File: src/rtl/vga_rx_timing.sv
`default_nettype none
// ============================================================================
// Module      : vga_rx_timing
// Description : Receive-side VGA timing recoverer. Samples an incoming 3-bit
//               RGB stream with active-low hsync/vsync on pixel-enable clocks,
//               measures line and frame lengths, locks once they match the
//               configured mode and emits per-pixel coordinates with a valid
//               strobe.
// Ports       : i_clk          system clock
//               i_rst_n        synchronous active-low reset
//               i_pix_en       pixel sample strobe
//               i_hsync        horizontal sync, active low
//               i_vsync        vertical sync, active low
//               i_rgb_in       pixel colour
//               o_locked       timing locked
//               o_px_valid     active-area pixel present (1-clock pulse)
//               o_px_x/o_px_y  active column / row
//               o_px_rgb       sampled colour
//               o_line_len     length of last completed line (pixels)
//               o_frame_lines  length of last completed frame (lines)
//               o_frame_done   1-clock pulse per good locked frame
//               o_sync_err     1-clock pulse on loss of lock
//               o_frame_sum    active-pixel colour sum of the last frame
// Options     : VGA_RX_SUM_EN  builds the per-frame colour accumulator;
//                              otherwise o_frame_sum is tied to 0.
// Revision    : 1.0 - initial release
// ============================================================================
module vga_rx_timing #(
    parameter int H_TOTAL     = 800,
    parameter int V_TOTAL     = 525,
    parameter int HDAT_BEGIN  = 143,
    parameter int HDAT_END    = 783,
    parameter int VDAT_BEGIN  = 34,
    parameter int VDAT_END    = 514,
    parameter int LOCK_FRAMES = 2
) (
    input  logic        i_clk,
    input  logic        i_rst_n,
    input  logic        i_pix_en,
    input  logic        i_hsync,
    input  logic        i_vsync,
    input  logic [2:0]  i_rgb_in,
    output logic        o_locked,
    output logic        o_px_valid,
    output logic [9:0]  o_px_x,
    output logic [9:0]  o_px_y,
    output logic [2:0]  o_px_rgb,
    output logic [9:0]  o_line_len,
    output logic [9:0]  o_frame_lines,
    output logic        o_frame_done,
    output logic        o_sync_err,
    output logic [15:0] o_frame_sum
);

    localparam logic [10:0] c_H_TOTAL     = 11'(H_TOTAL);
    localparam logic [10:0] c_V_TOTAL     = 11'(V_TOTAL);
    localparam logic [9:0]  c_HDAT_BEGIN  = 10'(HDAT_BEGIN);
    localparam logic [9:0]  c_HDAT_END    = 10'(HDAT_END);
    localparam logic [9:0]  c_VDAT_BEGIN  = 10'(VDAT_BEGIN);
    localparam logic [9:0]  c_VDAT_END    = 10'(VDAT_END);
    localparam logic [3:0]  c_LOCK_FRAMES = 4'(LOCK_FRAMES);
    localparam logic [9:0]  c_CTR_MAX     = 10'd1023;
    localparam logic [9:0]  c_CTR_PRE_MAX = 10'd1022;

    typedef enum logic [1:0] {
        SEARCH = 2'd0,
        CHECK  = 2'd1,
        LOCKED = 2'd2
    } state_t;

    state_t      r_state;
    state_t      w_state_next;
    logic [3:0]  r_good_cnt;
    logic [3:0]  w_good_cnt_next;

    logic [9:0]  r_h_ctr;
    logic [9:0]  r_v_ctr;
    logic        r_hsync_q;
    logic        r_vsync_q;     // vsync as seen at the previous h edge
    logic        r_line_bad;

    logic        w_h_edge;
    logic        w_v_edge;
    logic [10:0] w_h_len;
    logic [10:0] w_v_len;
    logic        w_h_bad;
    logic        w_h_sat;
    logic        w_v_sat;
    logic [9:0]  w_h_next;
    logic [9:0]  w_v_next;
    logic        w_frame_good;
    logic        w_lock_err;
    logic        w_active;
    logic        w_px_valid;
    logic        w_frame_done;
    logic        w_sync_err;

    // ------------------------------------------------------------------
    // Sync edge detection and counter next values
    // ------------------------------------------------------------------
    assign w_h_edge = ~i_hsync & r_hsync_q;
    // vsync is only examined at line starts, so a v edge is always an h edge
    assign w_v_edge = w_h_edge & ~i_vsync & r_vsync_q;

    // One wider than the counters so a saturated count never matches a total
    assign w_h_len  = {1'b0, r_h_ctr} + 11'd1;
    assign w_v_len  = {1'b0, r_v_ctr} + 11'd1;

    assign w_h_bad  = w_h_edge & (w_h_len != c_H_TOTAL);
    // "Reaching" saturation is the single step from 1022 to 1023
    assign w_h_sat  = ~w_h_edge & (r_h_ctr == c_CTR_PRE_MAX);
    assign w_v_sat  = w_h_edge & ~w_v_edge & (r_v_ctr == c_CTR_PRE_MAX);

    always_comb begin
        w_h_next = r_h_ctr;
        if (w_h_edge) begin
            w_h_next = '0;
        end else if (r_h_ctr != c_CTR_MAX) begin
            w_h_next = r_h_ctr + 10'd1;
        end
    end

    always_comb begin
        w_v_next = r_v_ctr;
        if (w_v_edge) begin
            w_v_next = '0;
        end else if (w_h_edge && (r_v_ctr != c_CTR_MAX)) begin
            w_v_next = r_v_ctr + 10'd1;
        end
    end

    // The line closed by the v edge itself belongs to the finishing frame
    assign w_frame_good = (w_v_len == c_V_TOTAL) & ~r_line_bad & ~w_h_bad;

    assign w_lock_err = (r_state == LOCKED) &
                        (w_h_bad | w_h_sat | w_v_sat | (w_v_edge & ~w_frame_good));

    assign w_active   = (w_h_next >= c_HDAT_BEGIN) & (w_h_next < c_HDAT_END) &
                        (w_v_next >= c_VDAT_BEGIN) & (w_v_next < c_VDAT_END);
    assign w_px_valid = (r_state == LOCKED) & w_active;

    // ------------------------------------------------------------------
    // Lock FSM
    // ------------------------------------------------------------------
    always_ff @(posedge i_clk) begin
        if (!i_rst_n) begin
            r_state    <= SEARCH;
            r_good_cnt <= '0;
        end else begin
            r_state    <= w_state_next;
            r_good_cnt <= w_good_cnt_next;
        end
    end

    always_comb begin
        w_state_next    = r_state;
        w_good_cnt_next = r_good_cnt;
        w_frame_done    = 1'b0;
        w_sync_err      = 1'b0;
        if (i_pix_en) begin
            case (r_state)
                SEARCH: begin
                    if (w_v_edge) begin
                        w_state_next    = CHECK;
                        w_good_cnt_next = '0;
                    end
                end
                CHECK: begin
                    if (w_v_edge) begin
                        if (w_frame_good) begin
                            if ((r_good_cnt + 4'd1) == c_LOCK_FRAMES) begin
                                w_state_next    = LOCKED;
                                w_good_cnt_next = '0;
                            end else begin
                                w_good_cnt_next = r_good_cnt + 4'd1;
                            end
                        end else begin
                            w_good_cnt_next = '0;
                        end
                    end
                end
                LOCKED: begin
                    // An error wins over a coincident v edge: no frame_done
                    if (w_lock_err) begin
                        w_state_next = SEARCH;
                        w_sync_err   = 1'b1;
                    end else if (w_v_edge) begin
                        w_frame_done = 1'b1;
                    end
                end
                default: begin
                    w_state_next    = SEARCH;
                    w_good_cnt_next = '0;
                end
            endcase
        end
    end

    // ------------------------------------------------------------------
    // Counters, measurements and registered outputs
    // ------------------------------------------------------------------
    always_ff @(posedge i_clk) begin
        if (!i_rst_n) begin
            r_h_ctr       <= '0;
            r_v_ctr       <= '0;
            r_hsync_q     <= 1'b1;
            r_vsync_q     <= 1'b1;
            r_line_bad    <= 1'b0;
            o_locked      <= 1'b0;
            o_px_valid    <= 1'b0;
            o_px_x        <= '0;
            o_px_y        <= '0;
            o_px_rgb      <= '0;
            o_line_len    <= '0;
            o_frame_lines <= '0;
            o_frame_done  <= 1'b0;
            o_sync_err    <= 1'b0;
        end else begin
            // Pulses last one clock even when samples are back to back apart
            o_px_valid   <= 1'b0;
            o_frame_done <= 1'b0;
            o_sync_err   <= 1'b0;
            if (i_pix_en) begin
                r_hsync_q <= i_hsync;
                r_h_ctr   <= w_h_next;
                r_v_ctr   <= w_v_next;
                if (w_h_edge) begin
                    r_vsync_q  <= i_vsync;
                    o_line_len <= w_h_len[9:0];
                end
                if (w_v_edge) begin
                    o_frame_lines <= w_v_len[9:0];
                end
                if (w_v_edge) begin
                    r_line_bad <= 1'b0;
                end else if (w_h_bad || w_h_sat) begin
                    r_line_bad <= 1'b1;
                end
                o_px_valid <= w_px_valid;
                if (w_px_valid) begin
                    o_px_x   <= w_h_next - c_HDAT_BEGIN;
                    o_px_y   <= w_v_next - c_VDAT_BEGIN;
                    o_px_rgb <= i_rgb_in;
                end
                o_frame_done <= w_frame_done;
                o_sync_err   <= w_sync_err;
                o_locked     <= (w_state_next == LOCKED);
            end
        end
    end

    // ------------------------------------------------------------------
    // Optional per-frame colour checksum
    // ------------------------------------------------------------------
`ifdef VGA_RX_SUM_EN
    logic [15:0] r_acc;

    always_ff @(posedge i_clk) begin
        if (!i_rst_n) begin
            r_acc       <= '0;
            o_frame_sum <= '0;
        end else if (i_pix_en) begin
            if (r_state == SEARCH) begin
                r_acc <= '0;
            end else if ((r_state == LOCKED) && w_v_edge) begin
                o_frame_sum <= r_acc;
                r_acc       <= '0;
            end else if (w_px_valid) begin
                r_acc <= r_acc + {13'd0, i_rgb_in};
            end
        end
    end
`else
    assign o_frame_sum = '0;
`endif

endmodule
`default_nettype wire

File: config.mk
export PLATFORM = sky130hd
export DESIGN_NAME = vga_rx_timing
export DESIGN_NICKNAME = d
export VERILOG_FILES = /design/src/rtl/vga_rx_timing.sv
export SDC_FILE = /design/constraint.sdc
export NUM_CORES = 1
export LEC_CHECK = 0
export ABC_AREA = 1
export CAP_MARGIN = 30
export CORE_MARGIN = 5
export CORE_UTILIZATION = 50
export DETAILED_ROUTE_END_ITERATION = 10
export PLACE_DENSITY = 0.75
export RECOVER_POWER = 25
export SLEW_MARGIN = 0
export SYNTH_ARGS = -nofsm -noshare
export SYNTH_HDL_FRONTEND = slang
export SYNTH_SLANG_ARGS = --single-unit
File: constraint.sdc
create_clock -name i_clk -period 5.2 [get_ports i_clk]
set_clock_uncertainty 0.2 [all_clocks]
set_input_delay 0.78 -clock i_clk [delete_from_list [all_inputs] [get_ports i_clk]]
set_output_delay 0.78 -clock i_clk [all_outputs]
set_load 0.05 [all_outputs]
### Yosys cells after proc, flatten, opt, wreduce, memory -nomap -nowiden

Cells that the tools add are included.

| storage, ports and cells | value |
|---|---|
| word-level logic and storage cells | 99 |
| register bits after elaboration | 76 |
| output and inout bits | 63 |

| operators by class | value |
|---|---|
| add/sub/neg operators | 7 |
| eq/ne operators | 12 |
| bitwise logic cells | 28 |
| multiplexer cells | 20 |
| $lt $le $gt $ge | 4 |
| reduce and logical (&&, ||, !) cells | 12 |

Operators with widths:

| kind | count |
|---|---|
| $mux 10 | 4 |
| $add 10x1->11 const B | 2 |
| $add 10x1->10 const B | 2 |
| $eq 10x10->1 const B | 2 |
| $lt 10x10->1 const B | 2 |
| $ne 10x10->1 const B | 2 |
| $mux 4 | 4 |
| $and 1x1->1 | 15 |
| $mux 2 | 6 |
| $pmux 4 s3 | 1 |
| $eq 11x10->1 const B | 1 |
| $ne 11x10->1 const B | 1 |
| $ge 10x6->1 const B | 1 |
| $ge 10x8->1 const B | 1 |
| $not 1->1 | 10 |
| $reduce_and 2->1 | 5 |
| $sub 10x6->10 const B | 1 |
| $sub 10x8->10 const B | 1 |
| $pmux 2 s3 | 1 |
| $add 4x1->4 const B | 1 |
| $eq 2x2->1 const B | 2 |
| $eq 4x2->1 const B | 1 |
| $mux 1 | 4 |
| $ne 2x2->1 const B | 2 |
| other kinds (9) | 11 |

### Logic depth before layout (Yosys ltp)

| logic depth | value |
|---|---|
| word-level depth | 14 |
| depth in mapped cells | 21 |
| depth with buffers taken out | 21 |

### Worst setup path before layout

Ideal clock, no wire load.

| timing | value |
|---|---|
| path kind | input port to flip-flop |
| start point | input i_hsync |
| end point | register o_px_x[4] |
| required time | 4883 ps |
| cell stages on the path | 16 |
| arrival | 2673 ps |
| slack | 2210 ps |
| path through | nor2_2 > buf_2 > inv_2 > buf_2 > nand3_1 > inv_1 > ha_1 > nand4_2 > nand3_2 > o21ai_1 > nand2_2 > nor2_8 > buf_6 > nand3_1 > nand2_1 > nor2_1 |

| on the way | value |
|---|---|
| elaborated cells on any way between the ends | 18 |

RTL lines:

| what | RTL line | RTL |
|---|---|---|
| start, declared | 40 | `input logic i_hsync,` |
| $not 1->1 (*) | 101 | `assign w_h_edge = ~i_hsync & r_hsync_q;` |
| $and 1x1->1 (*) | 101 |  |
| $mux 10 (*) | 116 | `if (w_h_edge) begin` |
| net w_h_next[1] | 89 | `logic [9:0] w_h_next;` |
| $ge 10x8->1 or $lt 10x10->1 (tied branches) | 138 | `assign w_active = (w_h_next >= c_HDAT_BEGIN) & (w_h_next < c_HDAT_END) &` |
| $and 1x1->1 (2 in series) | 138 |  |
| $and 1x1->1 | 139 | `(w_v_next >= c_VDAT_BEGIN) & (w_v_next < c_VDAT_END);` |
| $and 1x1->1 | 140 | `assign w_px_valid = (r_state == LOCKED) & w_active;` |
| $reduce_and 2->1 (no line) | -- |  |
| end signal, assigned | 241 | `o_px_x <= w_h_next - c_HDAT_BEGIN;` |
| end, declared | 45 | `output logic [9:0] o_px_x,` |

Mark *: on every way through the listed nets, which the timed path passes. The rest lies on a longest branch.
A chain may end at the register's enable or synchronous reset.

### Final worst setup path

| timing | value |
|---|---|
| start point | input i_hsync |
| end point | register o_px_y[2] |

| on the way | value |
|---|---|
| elaborated cells on any way between the ends | 18 |

RTL lines:

| what | RTL line | RTL |
|---|---|---|
| $not 1->1 (*) | 101 |  |
| $and 1x1->1 (*) | 101 |  |
| $mux 10 (*) | 116 |  |
| net w_h_next[1] | 89 |  |
| $ge 10x8->1 or $lt 10x10->1 (tied branches) | 138 |  |
| $and 1x1->1 (*) (2 in series) | 138 |  |
| $and 1x1->1 (*) | 139 |  |
| $and 1x1->1 (*) | 140 |  |
| $reduce_and 2->1 (no line) (*) | -- |  |
| end signal, assigned | 242 | `o_px_y <= w_v_next - c_VDAT_BEGIN;` |
| end, declared | 46 | `output logic [9:0] o_px_y,` |

Marks and branches as above.

==> metrics.md <==
| Metric | Value |
|---|---|
| Status | finished, violations left |
| Failing checks | max-capacitance violations, max-slew violations |
| Crit path buffers/inverters | 3 |
| 1st-iter DRT viols | between 200 and 250 |
| Area Overhead vs Synth | 15.64% |
| # setup viols final | 0 |
| Port Buf Inserts | 54 |
| Critical path's largest stage delay | 0.69 ns |
| YS warnings | 0 |
| Clock buffer depth | 2 |
| Pin count of the biggest net entering global routing | 54 |
| Final Net Count | just under 700 |
| N_diodes | 0 |
| Share of cells above drive strength 1 | roughly 8.5% |
| PnR Total Power | 1.398 mW |
| Gr ovfl total | 0 |
| Fill cells | roughly 840 |
| Static leakage | 2.297 nW |
| Vias | 4125 |
| Critical path depth | 14 |
| Starting density of the core | 50.67% |
| Post-DRT Antenna Nets | 0 |
| Die H | 103.5 um |
| Antenna violations before repair | 0 |
| Adder-Cell Fraction of Synth Area | 2.860% |
| Die area | 10720 um^2 |
| Critical Path AT | ~4 ns |
| Final hold vios | 0 |
| Fmax | 251.6 MHz |
| Largest family of logic cells by synthesized area | simple AND/OR/NAND/NOR gates |
| CP top delay family | simple AND/OR/NAND/NOR gates |
| Maxcap violations | 1 |
| Post-CTS Setup Bufs | 0 |
| Post-Syn Area per Cell | 6.869 um^2 |
| CTS tree | yes |
| Synth Area in Compound Gates | 13.38% |
| Asr flop ratio synth | 0% |
| Fin crit period | 3.975 ns |
| GRT Overall Usage | 19.91% |
| Worst setup EP type | flop |
| FP Rows | 34 |
| Synth Area in Simple Gates | about a third |
| Crit path cell chain | clkdlybuf4s50_1 -> nor2_1 -> inv_2 -> nand3_1 -> inv_1 -> ha_1 -> nand4_2 -> nand3_2 -> o21ai_1 -> nand2_2 -> nor2_8 -> nand3_1 -> nand2_1 -> nor2_1 |
| Kind of critical path | in2reg |
| Clk_lat worst skew | 0.36 ns |
| Root buffer cell | clkbuf_8 |
| Hold_ws | 0.2748 ns |
| H-tree depth | 3 |
| First-pass GRT wire length | 18330 um |
| Vias/cell | 5.222 |
| Worst Reg-to-Reg Cells | 17 |
| DRC | 0 |
| Distinct cells, synth | 36 |
| Final critical-path share of the clock period | roughly three quarters |
| Peak VDD IR | 190.3 uV |
| EDFF count, synth | 0 |
| Post-synthesis mux area share | 0% |
| Pwr Density | 276.4 nW/um^2 |
| Worst slack, placed | 1.141 ns |
| Gate Count Post-Synth | 637 |
| Ys flop type | dfxtp_1 |
| DP Wirelength | 7696 um |
| Worst Path Max Fanout | 45 |
| Cts-stage hold buffer count | 0 |
| Startpoint Class | primary input |
| Req. time, crit path | 5.25 ns |
| Mapped cell area | 4375 um^2 |
| CTS Sinks | 76 |
| Slowest-stage cell, CP | nor2_1 |
| Util after Layout | roughly three fifths |
| Vias in the first global route | ~3800 |
| Setup TNS | 0 ns |
| Post-CTS sizing | 0 |
| IO Count | 71 |
| Hold WC Path Type | reg2reg |
| TritonCTS Buffers | 9 |
| Slew HR | -37.77% |
| Unrepaired setup endpoints after global routing | false |
| Core Region | 8636 um^2 |
| Drt pass-1 iters | 5 |
| Slew Viols, Final | 54 |
| Sequential fraction of the synthesis area | 34.77% |
| Yosys reg bits | 76 |
| Routed len/inst | 13.39 um |
| CTS clk-pin slew, worst paths | 0.08 ns |
| Die width | 103.5 um |
| Measured slew at the worst slew-check pin | 2.066 ns |
| WL final | approximately 11000 um |
| Hold path cells | 2 |
| Final Wtd Congestion | 0.9413 |
| Final worst slack | 1.225 ns |
| XOR/XNOR share of the synthesized area | under 10% |
-- synthesized netlist by cell type (2+ instances only) --
master | count | area [um^2]
buf_1 | 2 | 7.510
clkinv_1 | 4 | 15.01
ha_1 | 10 | 125.1
inv_1 | 61 | 229.0
nand3_2 | 9 | 90.09
a31oi_1 | 2 | 12.51
nor2_2 | 3 | 18.77
inv_2 | 5 | 18.77
o21ai_0 | 40 | 200.2
nand4_1 | 10 | 62.56
o211ai_1 | 7 | 52.55
nand2_2 | 13 | 81.33
clkbuf_1 | 16 | 60.06
xnor2_1 | 4 | 35.03
buf_4 | 18 | 135.1
dfxtp_1 | 76 | 1521
o21ai_1 | 3 | 15.01
buf_6 | 5 | 56.30
a21oi_1 | 56 | 280.3
xor2_1 | 13 | 113.9
nor2_1 | 56 | 210.2
nor3_1 | 5 | 25.02
nand2_1 | 139 | 521.8
buf_2 | 3 | 15.01
nor2_4 | 3 | 33.78
nand3b_1 | 7 | 52.55
nand3_1 | 58 | 290.3
-- routing by layer --
layer	vias up	GRT usage, %	wire length [um]
li1	2119	-	-
met1	1863	28.05	5127
met2	126	29.96	4621
met3	17	4.540	635
met4	0	6.654	197
met5	-	0	0
-- state kept, by name, indices dropped and copies added, names as in the netlist, 2 cells and up --
signal	flops
r_v_ctr	10
o_px_x	10
o_frame_lines	10
o_line_len	10
r_good_cnt	4
r_h_ctr	10
r_state	2
o_px_y	10
o_px_rgb	3
-- through the flow --
step | std cells | cell area (um^2)
6_report | 790 | 5060
5_1_grt | 790 | 5060
4_1_cts | 790 | 5080
3_5_place_dp | 774 | 4873
3_3_place_gp | 772 | 4846
2_1_floorplan | 652 | 4432
-- worst paths after layout --
| kind | start | endpoint | slack [ns] |
|---|---|---|---|
| worst min-delay path | o_locked | o_locked | 0.27 |
| worst max-delay path | i_hsync | o_px_y[2] | 1.23 |
| worst max register to register | r_h_ctr[0] | o_px_y[2] | 1.47 |
| worst min register to register | o_locked | o_locked | 0.27 |
-- kinds of logic (layout without fill, tap and decap cells) --
| family | Yosys count | after routing |
|---|---|---|
| simple gates | 308 | 308 |
| buf+inv | 114 | 144 |
| compound gates | 111 | 111 |
| flops | 76 | 76 |
| xor+xnor | 17 | 17 |
| fa+ha+maj | 10 | 10 |
| other cells | 1 | 16 |
-- layout by cell type, fill, tap and decap left out, types with 3 or more instances in the layout --
cell type,instances
nand2_1,139
dfxtp_1,76
inv_1,61
nand3_1,58
nor2_1,56
a21oi_1,56
clkdlybuf4s50_1,41
o21ai_0,40
conb_1,16
nand2_2,13
xor2_1,13
dlygate4sd3_1,12
nand4_1,10
ha_1,10
nand3_2,9
clkbuf_8,9
nand3b_1,7
o211ai_1,7
inv_2,5
nor3_1,5
clkinv_1,4
xnor2_1,4
nor2_4,3
o21ai_1,3
nor2_2,3
buf_4,3
-- cell type report --
| type | instances | area (um^2) | area share (%) |
|---|---|---|---|
| Multi-Input combinational cell | 462 | 2374 | 46.91 |
| Clock buffer | 9 | 123.9 | 2.448 |
| Inverter | 70 | 262.8 | 5.193 |
| Tap cell | 108 | 135.1 | 2.671 |
| Sequential cell | 76 | 1521 | 30.07 |
| Timing Repair Buffer | 58 | 560.5 | 11.08 |
| Clock inverter | 7 | 82.58 | 1.632 |
-- worst reg2reg max path, cell delays in order, from the launching register on --
cell     delay (ns)
dfxtp_1        0.50
ha_1           0.28
nand3_2        0.13
inv_2          0.11
nand3_1        0.32
nand2_1        0.15
nand2_1        0.07
a21oi_2        0.25
ha_1           0.25
nand4_2        0.17
nand3_2        0.14
nand2_1        0.08
nand3_1        0.10
nand2_2        0.10
nor2_8         0.46
nand3_1        0.17
nand2_1        0.10
nor2_1         0.06
-- power breakdown --
part	switching (mW)	internal (mW)
logic	0.209	0.0847
clock network	0.246	0.231
registers	0.0241	0.604
(Power assumes the default switching activity.)
